$ cat src/rtl/add_seq_ctrl.sv
// Nibble-serial W-bit add/subtract controller. One 4-bit carry-lookahead
// adder (sum4) is reused for every nibble, starting with the LSB nibble.

module sum4 (
    input  logic [3:0] a_i,
    input  logic [3:0] b_i,
    input  logic       c_i,
    output logic [3:0] s_o,
    output logic       c3_o,
    output logic       c4_o
);
    logic [3:0] g;
    logic [3:0] p;
    logic [4:0] c;

    assign g = a_i & b_i;
    assign p = a_i ^ b_i;

    assign c[0] = c_i;
    assign c[1] = g[0] | (p[0] & c[0]);
    assign c[2] = g[1] | (p[1] & g[0]) | (p[1] & p[0] & c[0]);
    assign c[3] = g[2] | (p[2] & g[1]) | (p[2] & p[1] & g[0])
                | (p[2] & p[1] & p[0] & c[0]);
    assign c[4] = g[3] | (p[3] & g[2]) | (p[3] & p[2] & g[1])
                | (p[3] & p[2] & p[1] & g[0])
                | (p[3] & p[2] & p[1] & p[0] & c[0]);

    assign s_o  = p ^ c[3:0];
    assign c3_o = c[3];
    assign c4_o = c[4];
endmodule

module add_seq_ctrl #(
    parameter int N = 4
) (
    input  logic           clk,
    input  logic           reset,
    input  logic           start,
    input  logic           op_sub,
    input  logic [4*N-1:0] a,
    input  logic [4*N-1:0] b,
    output logic           ready,
    output logic           busy,
    output logic           done,
    output logic [4*N-1:0] s,
    output logic           c_out,
    output logic           ovf,
    output logic           zero
);
    localparam int W  = 4 * N;
    localparam int IW = $clog2(N);
    localparam logic [IW-1:0] LAST = IW'(N - 1);

    typedef enum logic [1:0] {IDLE, RUN, DONE} state_t;

    state_t          state_q;
    logic [IW-1:0]   idx_q;
    logic            carry_q;
    logic [W-1:0]    a_q;
    logic [W-1:0]    b_q;
    logic [W-1:0]    s_q;
    logic [W-1:0]    s_d;
    logic            c_out_q;
    logic            ovf_q;
    logic            zero_q;

    logic [IW+1:0]   lo;
    logic [3:0]      nib_sum;
    logic            nib_c3;
    logic            nib_c4;

    assign lo = {idx_q, 2'b00};

    sum4 u_sum4 (
        .a_i  (a_q[lo +: 4]),
        .b_i  (b_q[lo +: 4]),
        .c_i  (carry_q),
        .s_o  (nib_sum),
        .c3_o (nib_c3),
        .c4_o (nib_c4)
    );

    // Result with the current nibble merged in; the zero flag is taken from
    // this so it reflects the final word on the last RUN cycle.
    always_comb begin
        s_d          = s_q;
        s_d[lo +: 4] = nib_sum;
    end

    always_ff @(posedge clk) begin
        if (reset) begin
            state_q <= IDLE;
            idx_q   <= '0;
            carry_q <= 1'b0;
            a_q     <= '0;
            b_q     <= '0;
            s_q     <= '0;
            c_out_q <= 1'b0;
            ovf_q   <= 1'b0;
            zero_q  <= 1'b0;
        end else begin
            case (state_q)
                IDLE: begin
                    if (start) begin
                        a_q     <= a;
                        b_q     <= op_sub ? ~b : b;
                        carry_q <= op_sub;
                        idx_q   <= '0;
                        state_q <= RUN;
                    end
                end
                RUN: begin
                    s_q     <= s_d;
                    carry_q <= nib_c4;
                    if (idx_q == LAST) begin
                        c_out_q <= nib_c4;
                        ovf_q   <= nib_c3 ^ nib_c4;
                        zero_q  <= (s_d == '0);
                        idx_q   <= '0;
                        state_q <= DONE;
                    end else begin
                        idx_q   <= idx_q + 1'b1;
                    end
                end
                DONE:    state_q <= IDLE;
                default: state_q <= IDLE;
            endcase
        end
    end

    assign ready = (state_q == IDLE);
    assign busy  = (state_q == RUN);
    assign done  = (state_q == DONE);
    assign s     = s_q;
    assign c_out = c_out_q;
    assign ovf   = ovf_q;
    assign zero  = zero_q;
endmodule

$ cat config.mk
export PLATFORM = sky130hd
export DESIGN_NAME = add_seq_ctrl
export DESIGN_NICKNAME = d
export VERILOG_FILES = /design/src/rtl/add_seq_ctrl.sv
export SDC_FILE = /design/constraint.sdc
export NUM_CORES = 1
export LEC_CHECK = 0
export BUFFER_PORTS_ARGS = -buffer_cell sky130_fd_sc_hd__buf_2
export CAP_MARGIN = 30
export CORE_UTILIZATION = 30
export DETAILED_ROUTE_END_ITERATION = 8
export PLACE_DENSITY = 0.54
export SLEW_MARGIN = 20
export SYNTH_ARGS = -nofsm -noshare
export SYNTH_HDL_FRONTEND = slang
export SYNTH_SLANG_ARGS = --single-unit
export TNS_END_PERCENT = 1
$ cat constraint.sdc
create_clock -name clk -period 7.05 [get_ports clk]
set_input_delay 0.705 -clock clk [delete_from_list [all_inputs] [get_ports clk]]
set_output_delay 0.705 -clock clk [all_outputs]
set_load 0.005 [all_outputs]
==> run summary <==
Worst R2R Setup Slack - 3.79 ns
clock latency on the worst-skew pair - 0.31 ns
per-cell routed wire length - 13.7 um
Die Y - 97.4 um
final hold vios - 0
share of cells above drive strength 1 - 22.7%
antenna violations before repair - 0
cell area after synthesis - 2730 um2
aggregate global routing overflow - 0
Crit. Startpoint - idx_q[0]
GRT Overall Usage - 13.7%
Worst Path Required - 7.27 ns
Post-synth EDFFs - 0
Routed Antenna Nets - 0
Power Density - 203 nW/um2
Max IR drop VDD - 0.0000736 V
#FFs+latches synth - 56
setup violators final - 0
area of the core - 8760 um2
setup TNS - 0 ns
DRT Wirelength - 6250 um
Core Rows - 34
Max Slew Vio Count - 0
FF-to-FF Start - idx_q[0]
NumNets Final - 396
Max Cap Violations - 0
Syn Area/Cell - 9.06 um2
filler instances - 943
hold buffer count at CTS - 0
CP Class - flop to flop
TritonRoute pass-1 iters - 4
Clock Root Buffer - clkbuf_8
GPL Wtd Cong - 0.848
Layout area overhead - 16.4%
Slew HR - 41.8%
vias in the first global route - 2172
Vias/cell - 4.92
syn nets - 349
post-layout power - 644 uW
CTS Sinks - 56
post-layout minimum cycle time - 3.26 ns
Arr. time, crit path - 3.48 ns
met3 Usage GRT - 2.88%
Post-synth top flop - dfxtp_1
Yosys cell types - 42
Cells after Synth - 301
cts repair resizes - 0
critical path endpoint category - flop
Slew @ Worst Pin - 0.872 ns
postcts setup bufs - 0
Crit-path slowest cell - dfxtp_1
met1 Resource Use GR - 18.3%
CP most frequent cell - a21o_1
Critical Path Max Stage Delay - 0.91 ns
RSZ-0062 raised after global routing - no
r2r worst-path depth - 7
Post-synth ARST share - 0%
worst-case clock skew - 0.0107 ns
GR peak layer - met2
global-route wire length before repair - 10500 um
PortBufs - 57
Die Wd - 97.4 um
status - finished clean
Initial Utilization - 31.1%
num ports - 58
crit path to - s[7]
clock slew at reported path FFs - 0.10 ns
cts bufs inserted - 5
worst min-delay path category - flop to flop
largest net degree at the start of global routing - 52
Via Count - 2245
Clock Path Buffers - 2
Die ar. - 9480 um2
DRC Markers - 0
leakage - 1.27 nW
sequential element share of the synthesized area - 41.1%
worst-path maximum fanout - 18
Reg-to-Reg End - s[7]
met2 usage - 22.1%
Critical Path Source Type - flop
Yosys top cell by area - dfxtp_1
main area contributors after synthesis - dfxtp_1 41%, mux4_2 6.6%, nand2_1 5.8%, xnor2_1 5.5%, nor2_1 5.1%
CTS tree - yes
First DRT Iteration DRCs - 174
Final period util - 46.3%
# diodes - 0
H-tree levels - 2
detailed placement HPWL - 4670 um
area share of the largest cell type after synthesis - 41.1%
Post-Place Worst Slack - 3.77 ns
Worst Slack Setup Final - 3.79 ns
CP Cell Sequence - mux4_2 > ha_1 > a21o_1 > a21o_1 > a21oi_1 > xor2_1 > o41ai_1
max frequency - 0.307 GHz
synth warn - 0
-- cells by family (layout without fill, tap and decap cells) --
family | Yosys count | in the layout | synth area share (%)
and+or+nand+nor | 104 | 104 | 17.3
adders and majority gates | 12 | 12 | 5.78
AOI/OAI and AO/OA | 76 | 76 | 18.7
buffers and inverters | 24 | 71 | 3.67
xor gates and xnor gates | 20 | 20 | 6.42
DFF | 56 | 56 | 41.1
muxes | 9 | 9 | 6.97
-- synth_stat cells (all sizes together) (2+ instances only) --
| cell | instances |
|---|---|
| ha | 11 |
| a21o | 3 |
| o22ai | 2 |
| and2 | 2 |
| xnor2 | 17 |
| a31oi | 3 |
| dfxtp | 56 |
| a21oi | 24 |
| mux4 | 8 |
| xor2 | 3 |
| nor2 | 37 |
| a22oi | 13 |
| nand2 | 42 |
| o21ai | 6 |
| clkbuf | 13 |
| nand2b | 4 |
| inv | 5 |
| buf | 6 |
| o41ai | 2 |
| nand3b | 5 |
| nor4 | 5 |
| a211oi | 17 |
| nor2b | 2 |
| or3 | 2 |
-- stage by stage --
stage | utilization, % | cell area [um2] | hold WS (ns) | std cells
2_1_floorplan | - | 2730 | 0.433 | 301
3_3_place_gp | 35.1 | 3070 | 0.448 | 448
3_5_place_dp | 35.3 | 3090 | 0.447 | 449
4_1_cts | 36.2 | 3180 | 0.461 | 456
5_1_grt | 36.2 | 3180 | 0.483 | 456
6_report | 36.2 | 3180 | 0.460 | 456
-- worst min path at each step --
stage | from | end | slack, ns | cells past startpoint
2_1_floorplan | a_q[10] | a_q[10] | 0.43 | 2
4_1_cts | a_q[1] | a_q[1] | 0.46 | 2
3_5_place_dp | a_q[1] | a_q[1] | 0.45 | 2
3_3_place_gp | a_q[5] | a_q[5] | 0.45 | 2
6_report | a_q[13] | a_q[13] | 0.46 | 2
5_1_grt | a_q[6] | a_q[6] | 0.48 | 2
-- sequential cells by signal (all words and copies together) (netlist names) --
name	count
ovf	1
carry_q	1
state_q	2
b_q	16
s	16
c_out	1
zero	1
a_q	16
idx_q	2
-- cell usage in the layout, fill, tap and decap left out, types with 5 or more instances in the layout --
cell      synthesis  final
inv_1             5      5
a21oi_1          24     24
dfxtp_1          56     56
ha_1             11     11
buf_2             5     57
a211oi_1         17     17
nand2_1          42     42
a22oi_1          13     13
clkbuf_8          0      5
nand3b_1          5      5
xnor2_1          17     17
o21ai_0           6      6
mux4_2            8      8
nor2_1           37     37
-- metal layers --
metal / up-vias / share of wire [%]
li1: 1152 / -
met1: 1027 / 48
met2: 56 / 46
met3: 10 / 4.5
met4: 0 / 1.3
met5: - / 0
-- power breakdown --
group / switching [mW] / leakage (nW) / internal, mW
Sequential: 0.0138 / 0.458 / 0.333
Combinational: 0.0708 / 0.771 / 0.0543
Clock: 0.103 / 0.0417 / 0.0698
Total: 0.187 / 1.27 / 0.457
-- area by class of cell --
class / count / area (um2) / area share [%]
sequential: 56 / 1120 / 35.3
inverter: 5 / 18.8 / 0.591
clock buffer: 6 / 72.6 / 2.29
clock inverter: 1 / 8.76 / 0.276
multi-input combinational: 221 / 1510 / 47.4
tap: 108 / 135 / 4.26
timing repair buffer: 59 / 313 / 9.85
-- critical path, delay by kind of cell, from the launching register on --
kind	cells	cell delay [ns]
AOI/OAI and AO/OA	4	1.00
xor gates and xnor gates	1	0.20
adders and majority gates	1	0.39
DFF	1	0.91
muxes	1	0.66
No activity file was read; power rests on OpenSTA's default activity.
